$ cat config.mk
export PLATFORM = sky130hd
export DESIGN_NAME = layer_motion_updater_flat
export DESIGN_NICKNAME = d
export VERILOG_FILES = /design/src/rtl/layer_motion_updater_if.sv /design/src/rtl/layer_motion_updater.sv /design/src/flat_wrapper.sv
export SDC_FILE = /design/constraint.sdc
export NUM_CORES = 1
export LEC_CHECK = 0
export ABC_AREA = 1
export BUFFER_PORTS_ARGS = -buffer_cell sky130_fd_sc_hd__buf_2
export CAP_MARGIN = 0
export CORE_ASPECT_RATIO = 1.75
export CORE_MARGIN = 4
export CORE_UTILIZATION = 60
export CTS_CLUSTER_SIZE = 28
export DETAILED_ROUTE_END_ITERATION = 12
export PLACE_DENSITY = 0.85
export SYNTH_ARGS = -nofsm -noshare
export SYNTH_HDL_FRONTEND = slang
export SYNTH_SLANG_ARGS = --single-unit
$ cat constraint.sdc
create_clock -name clk -period 5.64 [get_ports clk]
set_input_delay 0.564 -clock clk [delete_from_list [all_inputs] [get_ports clk]]
set_output_delay 0.564 -clock clk [all_outputs]
set_load 0.03 [all_outputs]
$ cat src/rtl/layer_motion_updater_if.sv
// Ctrl-port bundle between the motion updater and the layer header store.
// The updater is the master: it drives layer/index/write and reads header data back combinationally.
interface layer_motion_updater_if;
    logic        frameStart;
    logic [15:0] ctrlReadData;
    logic [4:0]  ctrlReadWriteLayer;
    logic [2:0]  layerRegisterIndex;
    logic [15:0] writeLayerData;
    logic        writeLayerEn;
    logic        busy;
    logic        done;
    logic        frameOverrun;

    modport master (
        input  frameStart,
        input  ctrlReadData,
        output ctrlReadWriteLayer,
        output layerRegisterIndex,
        output writeLayerData,
        output writeLayerEn,
        output busy,
        output done,
        output frameOverrun
    );

    modport slave (
        output frameStart,
        output ctrlReadData,
        input  ctrlReadWriteLayer,
        input  layerRegisterIndex,
        input  writeLayerData,
        input  writeLayerEn,
        input  busy,
        input  done,
        input  frameOverrun
    );
endinterface

$ cat src/rtl/layer_motion_updater.sv
// Per-frame walker over the layer header store: integrates sprite velocity into position
// and steps the animation frame, writing results back before pixel processing starts.
module layer_motion_updater #(
    parameter int NUM_LAYERS    = 32,
    parameter int VEL_FRAC_BITS = 4,
    parameter int ANIM_DIV      = 4
) (
    input  logic                   clk,
    input  logic                   reset,
    layer_motion_updater_if.master bus
);
    localparam int ACC_W = 16 + VEL_FRAC_BITS;
    localparam int DIV_W = (ANIM_DIV > 1) ? $clog2(ANIM_DIV) : 1;
    localparam logic [4:0]       LAST_LAYER = 5'(NUM_LAYERS - 1);
    localparam logic [DIV_W-1:0] DIV_LAST   = DIV_W'(ANIM_DIV - 1);

    typedef enum logic [3:0] {
        IDLE, FLAGS, XVEL, XPOS, XWR, YVEL, YPOS, YWR, ANRD, ANWR
    } stateT;

    typedef struct packed {
        logic [2:0] regIndex;
        logic       writeEn;
        logic       busy;
    } ctlT;

    // Position is {pos, frac}; velocity shares the fractional LSB, so a plain wrap-around add
    // gives floor-toward-minus-infinity behaviour on the fractional part.
    function automatic logic [ACC_W-1:0] integrate(input logic [15:0] pos,
                                                   input logic [VEL_FRAC_BITS-1:0] frac,
                                                   input logic signed [15:0] v);
        logic signed [ACC_W-1:0] vExt;
        vExt = {{VEL_FRAC_BITS{v[15]}}, v};
        return {pos, frac} + vExt;
    endfunction

    function automatic logic [15:0] animStep(input logic [15:0] r);
        logic [7:0] num;
        logic [7:0] cur;
        logic [7:0] nxt;
        num = r[7:0];
        cur = r[15:8];
        if (num <= 8'd1 || ({1'b0, cur} + 9'd1) >= {1'b0, num}) nxt = 8'd0;
        else nxt = cur + 8'd1;
        return {nxt, num};
    endfunction

    function automatic ctlT ctlFor(input stateT s);
        ctlT c;
        c.busy    = (s != IDLE);
        c.writeEn = (s == XWR) || (s == YWR) || (s == ANWR);
        case (s)
            XVEL:       c.regIndex = 3'd5;
            XPOS, XWR:  c.regIndex = 3'd3;
            YVEL:       c.regIndex = 3'd6;
            YPOS, YWR:  c.regIndex = 3'd4;
            ANRD, ANWR: c.regIndex = 3'd7;
            default:    c.regIndex = 3'd0;
        endcase
        return c;
    endfunction

    stateT                    state;
    ctlT                      ctl;
    logic [4:0]               layer;
    logic [DIV_W-1:0]         animDiv;
    logic                     animTick;
    logic                     animated;
    logic                     doneReg;
    logic                     overrunReg;
    logic signed [15:0]       vel;
    logic [15:0]              wrData;
    logic [VEL_FRAC_BITS-1:0] fracX [32];
    logic [VEL_FRAC_BITS-1:0] fracY [32];

    logic                     lastLayer;
    stateT                    advState;
    logic [VEL_FRAC_BITS-1:0] fracSel;
    logic [ACC_W-1:0]         acc;

    assign lastLayer = (layer == LAST_LAYER);
    assign advState  = lastLayer ? IDLE : FLAGS;

    always_comb begin
        fracSel = (state == YPOS) ? fracY[layer] : fracX[layer];
        acc     = integrate(bus.ctrlReadData, fracSel, vel);
    end

    always_ff @(posedge clk) begin
        if (reset) begin
            state      <= IDLE;
            ctl        <= '0;
            layer      <= '0;
            animDiv    <= '0;
            animTick   <= 1'b0;
            animated   <= 1'b0;
            doneReg    <= 1'b0;
            overrunReg <= 1'b0;
            vel        <= '0;
            wrData     <= '0;
            for (int i = 0; i < 32; i++) begin
                fracX[i] <= '0;
                fracY[i] <= '0;
            end
        end else begin
            // A start pulse in the done cycle is treated like one arriving mid-scan.
            overrunReg <= bus.frameStart && ((state != IDLE) || doneReg);
            doneReg    <= 1'b0;
            unique case (state)
                IDLE: begin
                    if (bus.frameStart && !doneReg) begin
                        state    <= FLAGS;
                        ctl      <= ctlFor(FLAGS);
                        layer    <= '0;
                        animTick <= (animDiv == DIV_LAST);
                        animDiv  <= (animDiv == DIV_LAST) ? '0 : animDiv + 1'b1;
                    end
                end
                FLAGS: begin
                    animated <= bus.ctrlReadData[3];
                    if (bus.ctrlReadData[0] && bus.ctrlReadData[1]) begin
                        state <= XVEL;
                        ctl   <= ctlFor(XVEL);
                    end else begin
                        state   <= advState;
                        ctl     <= ctlFor(advState);
                        layer   <= lastLayer ? 5'd0 : layer + 5'd1;
                        doneReg <= lastLayer;
                    end
                end
                XVEL: begin
                    vel   <= bus.ctrlReadData;
                    state <= XPOS;
                    ctl   <= ctlFor(XPOS);
                end
                XPOS: begin
                    wrData       <= acc[ACC_W-1:VEL_FRAC_BITS];
                    fracX[layer] <= acc[VEL_FRAC_BITS-1:0];
                    state        <= XWR;
                    ctl          <= ctlFor(XWR);
                end
                XWR: begin
                    state <= YVEL;
                    ctl   <= ctlFor(YVEL);
                end
                YVEL: begin
                    vel   <= bus.ctrlReadData;
                    state <= YPOS;
                    ctl   <= ctlFor(YPOS);
                end
                YPOS: begin
                    wrData       <= acc[ACC_W-1:VEL_FRAC_BITS];
                    fracY[layer] <= acc[VEL_FRAC_BITS-1:0];
                    state        <= YWR;
                    ctl          <= ctlFor(YWR);
                end
                YWR: begin
                    if (animated && animTick) begin
                        state <= ANRD;
                        ctl   <= ctlFor(ANRD);
                    end else begin
                        state   <= advState;
                        ctl     <= ctlFor(advState);
                        layer   <= lastLayer ? 5'd0 : layer + 5'd1;
                        doneReg <= lastLayer;
                    end
                end
                ANRD: begin
                    wrData <= animStep(bus.ctrlReadData);
                    state  <= ANWR;
                    ctl    <= ctlFor(ANWR);
                end
                ANWR: begin
                    state   <= advState;
                    ctl     <= ctlFor(advState);
                    layer   <= lastLayer ? 5'd0 : layer + 5'd1;
                    doneReg <= lastLayer;
                end
                default: begin
                    state <= IDLE;
                    ctl   <= ctlFor(IDLE);
                end
            endcase
        end
    end

    assign bus.ctrlReadWriteLayer = layer;
    assign bus.layerRegisterIndex = ctl.regIndex;
    assign bus.writeLayerData     = wrData;
    assign bus.writeLayerEn       = ctl.writeEn;
    assign bus.busy               = ctl.busy;
    assign bus.done               = doneReg;
    assign bus.frameOverrun       = overrunReg;
endmodule
$ cat src/flat_wrapper.sv
// flat-port wrapper written by rule: the top's interface ports become plain ports
module layer_motion_updater_flat 
#(
    parameter int NUM_LAYERS    = 32,
    parameter int VEL_FRAC_BITS = 4,
    parameter int ANIM_DIV      = 4
)
  (clk, reset, bus_frameStart, bus_ctrlReadData, bus_ctrlReadWriteLayer, bus_layerRegisterIndex, bus_writeLayerData, bus_writeLayerEn, bus_busy, bus_done, bus_frameOverrun);
  layer_motion_updater_if bus_i ();
  input  logic clk;
  input  logic reset;
  input wire logic [$bits(bus_i.frameStart)-1:0] bus_frameStart;
  input wire logic [$bits(bus_i.ctrlReadData)-1:0] bus_ctrlReadData;
  output wire logic [$bits(bus_i.ctrlReadWriteLayer)-1:0] bus_ctrlReadWriteLayer;
  output wire logic [$bits(bus_i.layerRegisterIndex)-1:0] bus_layerRegisterIndex;
  output wire logic [$bits(bus_i.writeLayerData)-1:0] bus_writeLayerData;
  output wire logic [$bits(bus_i.writeLayerEn)-1:0] bus_writeLayerEn;
  output wire logic [$bits(bus_i.busy)-1:0] bus_busy;
  output wire logic [$bits(bus_i.done)-1:0] bus_done;
  output wire logic [$bits(bus_i.frameOverrun)-1:0] bus_frameOverrun;
  assign bus_i.frameStart = bus_frameStart;
  assign bus_i.ctrlReadData = bus_ctrlReadData;
  assign bus_ctrlReadWriteLayer = bus_i.ctrlReadWriteLayer;
  assign bus_layerRegisterIndex = bus_i.layerRegisterIndex;
  assign bus_writeLayerData = bus_i.writeLayerData;
  assign bus_writeLayerEn = bus_i.writeLayerEn;
  assign bus_busy = bus_i.busy;
  assign bus_done = bus_i.done;
  assign bus_frameOverrun = bus_i.frameOverrun;
  layer_motion_updater #(.NUM_LAYERS(NUM_LAYERS), .VEL_FRAC_BITS(VEL_FRAC_BITS), .ANIM_DIV(ANIM_DIV)) u_core (.clk(clk), .reset(reset), .bus(bus_i));
endmodule
==> impl_metrics.py <==
metrics = {
    "cts": {
        "clkLatencyLatePin_ps": 550,
        "path_clk_slew_ps": 70,
        "clock-sinks": 313,
        "htree_levels": 1,
        "postCtsHoldBufs": 0,
        "cts_setup_buffers": 0,
        "tritoncts": "yes",
        "cts_resized": 0,
        "numCtsBuffers": 26,
        "cts_max_path_buffers": 3,
        "clock-root-buffer": "clkbuf_16",
    },
    "pwr": {
        "p_comb_share_pct": 16.2,
        "power_density_nw_per_um2": 327.9,
        "p_leak_nw": 7.079,
        "vdd.ir_drop.worst_v": 0.0003211,
        "clkPwrFrac_pct": 36.7,
        "total_power_w": 0.005602,
        "power_frac_seq_pct": 47.1,
        "p_switching_w": 0.001564,
        "switching_share_pct": 27.91,
        "internal-power_w": 0.004038,
    },
    "placement": {
        "io_buffers": 46,
        "gp_congestion": 0.9802,
        "dp_hpwl_um": 28150,
        "post_dp_cell_area_sq_um": 16100,
    },
    "timing": {
        "fin_tns_setup_ps": 0,
        "min_period_ps": 4628,
        "finClkSkew_ps": 13.63,
        "drv_slew": 0,
        "slew_headroom_pct": 21.04,
        "clock.fmax_ghz": 0.2161,
        "hold_viol_final": 0,
        "period_share_pct": 82.05,
        "tightest_slew_ps": 1183,
        "rsz0062_at_grt": "false",
        "setup_viol": 0,
    },
    "critical_path": {
        "max_stage_delay_ps": 710,
        "cp_max_fo": 64,
        "cp_cell_sequence": "inv_2, buf_12, o21ai_0, o22ai_1, nand2_1, nand2_1, nand2_1, nand3_1, nand3_1, nand2_1, ha_1, nand3_1, nand3_1, xnor2_2, buf_4, nor2_1",
        "reg2reg_slack_ps": 1010,
        "cp-end-kind": "flip-flop",
        "crit_slowest_cell": "buf_4",
        "worst_ep_arrival_time_ps": 4890,
        "r2r_end": "u_core.fracY[13][3]$_SDFFCE_PN0P_",
        "worst_r2r_path_depth": 16,
        "cp-start-kind": "flip-flop",
        "required_ps": 5900,
        "path_class": "flip-flop to flip-flop",
    },
    "logic_synthesis": {
        "syn-num-nets": 1910,
        "synth_top_cell_by_area": "edfxtp_1",
        "syn-cell-area_sq_um": 15740,
        "yosysWarnings": 0,
        "seq_area_frac_synth_pct": 56.09,
        "synthCells": 1856,
        "synth_area_leaders": "edfxtp_1, nor2_1, nand2_1",
        "synth_top_area_share_pct": 48.84,
        "ys_seq_elements": 313,
        "synth.distinct_cells": 35,
        "synth.avg_cell_area_sq_um": 8.480,
    },
    "die": {
        "die_h_um": 222.3,
        "die_w_um": 130.4,
        "io_pins": 47,
        "start_util_pct": 60.86,
        "core_area_sq_um": 25860,
        "die_area_sq_um": 28990,
        "rows": 78,
    },
    "grt": {
        "antenna_found_initial": 0,
        "grt_overflow": 0,
        "grt_usage_pct": 29.05,
        "first_global_vias": 13516,
        "grt_pass1_wl_um": 65580,
        "grt_max_degree": 73,
    },
    "finish": {
        "stdcell_area_sq_um": 17080,
        "drive_gt1_share_pct": 7.024,
        "final_common_cell": "nor2_1",
        "multi_input_area_sq_um": 6167,
        "final_cell_mix": "nor2_1, nand2_1, edfxtp_1",
        "diodes": 0,
        "n_fill_cell": 1920,
        "nets": 1899,
        "seqCellArea_sq_um": 8833,
        "area_delta_synth_final_pct": 8.538,
    },
    "run_status": {
        "status": "complete, no violations",
    },
    "hold_path": {
        "min_from": "bus_frameStart",
        "hp-class": "input port to flip-flop",
        "worstHoldPathCells": 3,
        "hold_end": "u_core.bus.frameOverrun$_SDFF_PP0_",
    },
    "run": {
        "max_cap_violations": 0,
    },
    "route": {
        "drc": 0,
        "firstDrtPassIters": 6,
        "drt-vias-per-instance": 6.105,
        "antenna_left": 0,
        "vias": 13340,
        "drtIter0Drc": 1388,
        "wirelength_um": 41580,
        "wl_per_cell_um": 19.03,
    },
}
critical path, delay by kind of cell (launching register included):
kind / cells / cell delay, ps
flip-flops: 1 / 670
AND/OR/NAND/NOR: 9 / 1150
AO/OA/AOI/OAI: 2 / 400
adder cells (fa/ha/maj): 1 / 370
XOR/XNOR: 1 / 190
buffers and inverters: 3 / 1440
per-stage QoR:
step	util [%]	worst slack (ps)	hold WS (ps)	cells
2_1_floorplan	-	2485	442.5	1856
3_3_place_gp	62.26	1397	456.2	2137
3_5_place_dp	62.26	1244	460.1	2137
4_1_cts	66.05	1224	238.5	2185
5_1_grt	66.05	761.3	251.3	2185
6_report	66.05	1012	248.2	2185
worst max path at each step:
stage                     startpoint                           endpoint  depth (start not counted)
after floorplan            flip-flop   u_core.fracX[0][2]$_SDFFCE_PN0P_                         17
after global placement     flip-flop  u_core.fracY[15][3]$_SDFFCE_PN0P_                         16
after detailed placement   flip-flop  u_core.fracY[31][3]$_SDFFCE_PN0P_                         16
after CTS                  flip-flop  u_core.fracY[13][3]$_SDFFCE_PN0P_                         16
after global routing       flip-flop  u_core.fracY[30][3]$_SDFFCE_PN0P_                         16
final                      flip-flop  u_core.fracY[13][3]$_SDFFCE_PN0P_                         16
layer usage:
metal / part of all wire (%) / routed length [um] / vias to the layer above / track usage (%)
met2: 52 / 21690 / 790 / 51.71
met3: 7.7 / 3183 / 256 / 4.258
li1: - / - / 6191 / -
met1: 31 / 12740 / 6103 / 28.93
met5: 0 / 0 / - / 0
met4: 9.5 / 3966 / 0 / 23.58
synthesized netlist by cell type (all sizes together):
library cell and count:
nor3 13, inv 87, xnor2 4, clkbuf 73, buf 28, nand3b 7
and2 1, nand2 412, edfxtp 256, xor2 12, o22ai 65, a211oi 2
clkinv 3, ha 34, o21ai 166, or2 3, nor2 500, o21bai 3
a31oi 11, dfxtp 57, nand3 76, nand4 5, a21oi 37, fa 1
cell families after synthesis:
kind of cell	after synthesis	synth area share, %
and+or+nand+nor	1017	25.61
DFF	313	56.09
AOI/OAI and AO/OA	284	9.762
buffers and inverters	191	4.818
adders and majority gates	35	2.830
xor gates and xnor gates	16	0.8903
power groups by stage:
stage | registers (W) | clock network [W] | logic (W)
floorplan | 0.00267 | 0 | 0.000617
global placement | 0.00269 | 0 | 0.000860
detailed placement | 0.00269 | 0 | 0.000877
CTS | 0.00264 | 0.00205 | 0.000883
global route | 0.00265 | 0.00215 | 0.000989
finish | 0.00264 | 0.00205 | 0.000908
flip-flops by register name (all words and copies together) (netlist names), 2 cells and up, named ones only:
name                           count
u_core.animDiv                     2
u_core.bus.layerRegisterIndex      3
u_core.fracY                     128
u_core.bus.writeLayerData         16
u_core.vel                        16
u_core.state                       4
u_core.fracX                     128
u_core.bus.ctrlReadWriteLayer      5
layout make-up:
type                       instances  share of cell area, %
clock buffer                      32                  4.241
clock inverter                    16                  1.502
inverter                          90                  1.978
multi-input combinational       1352                  36.10
sequential                       313                  51.71
tap                              320                  2.344
timing repair buffer              62                  2.124
No activity file was read; power rests on OpenSTA's default activity.
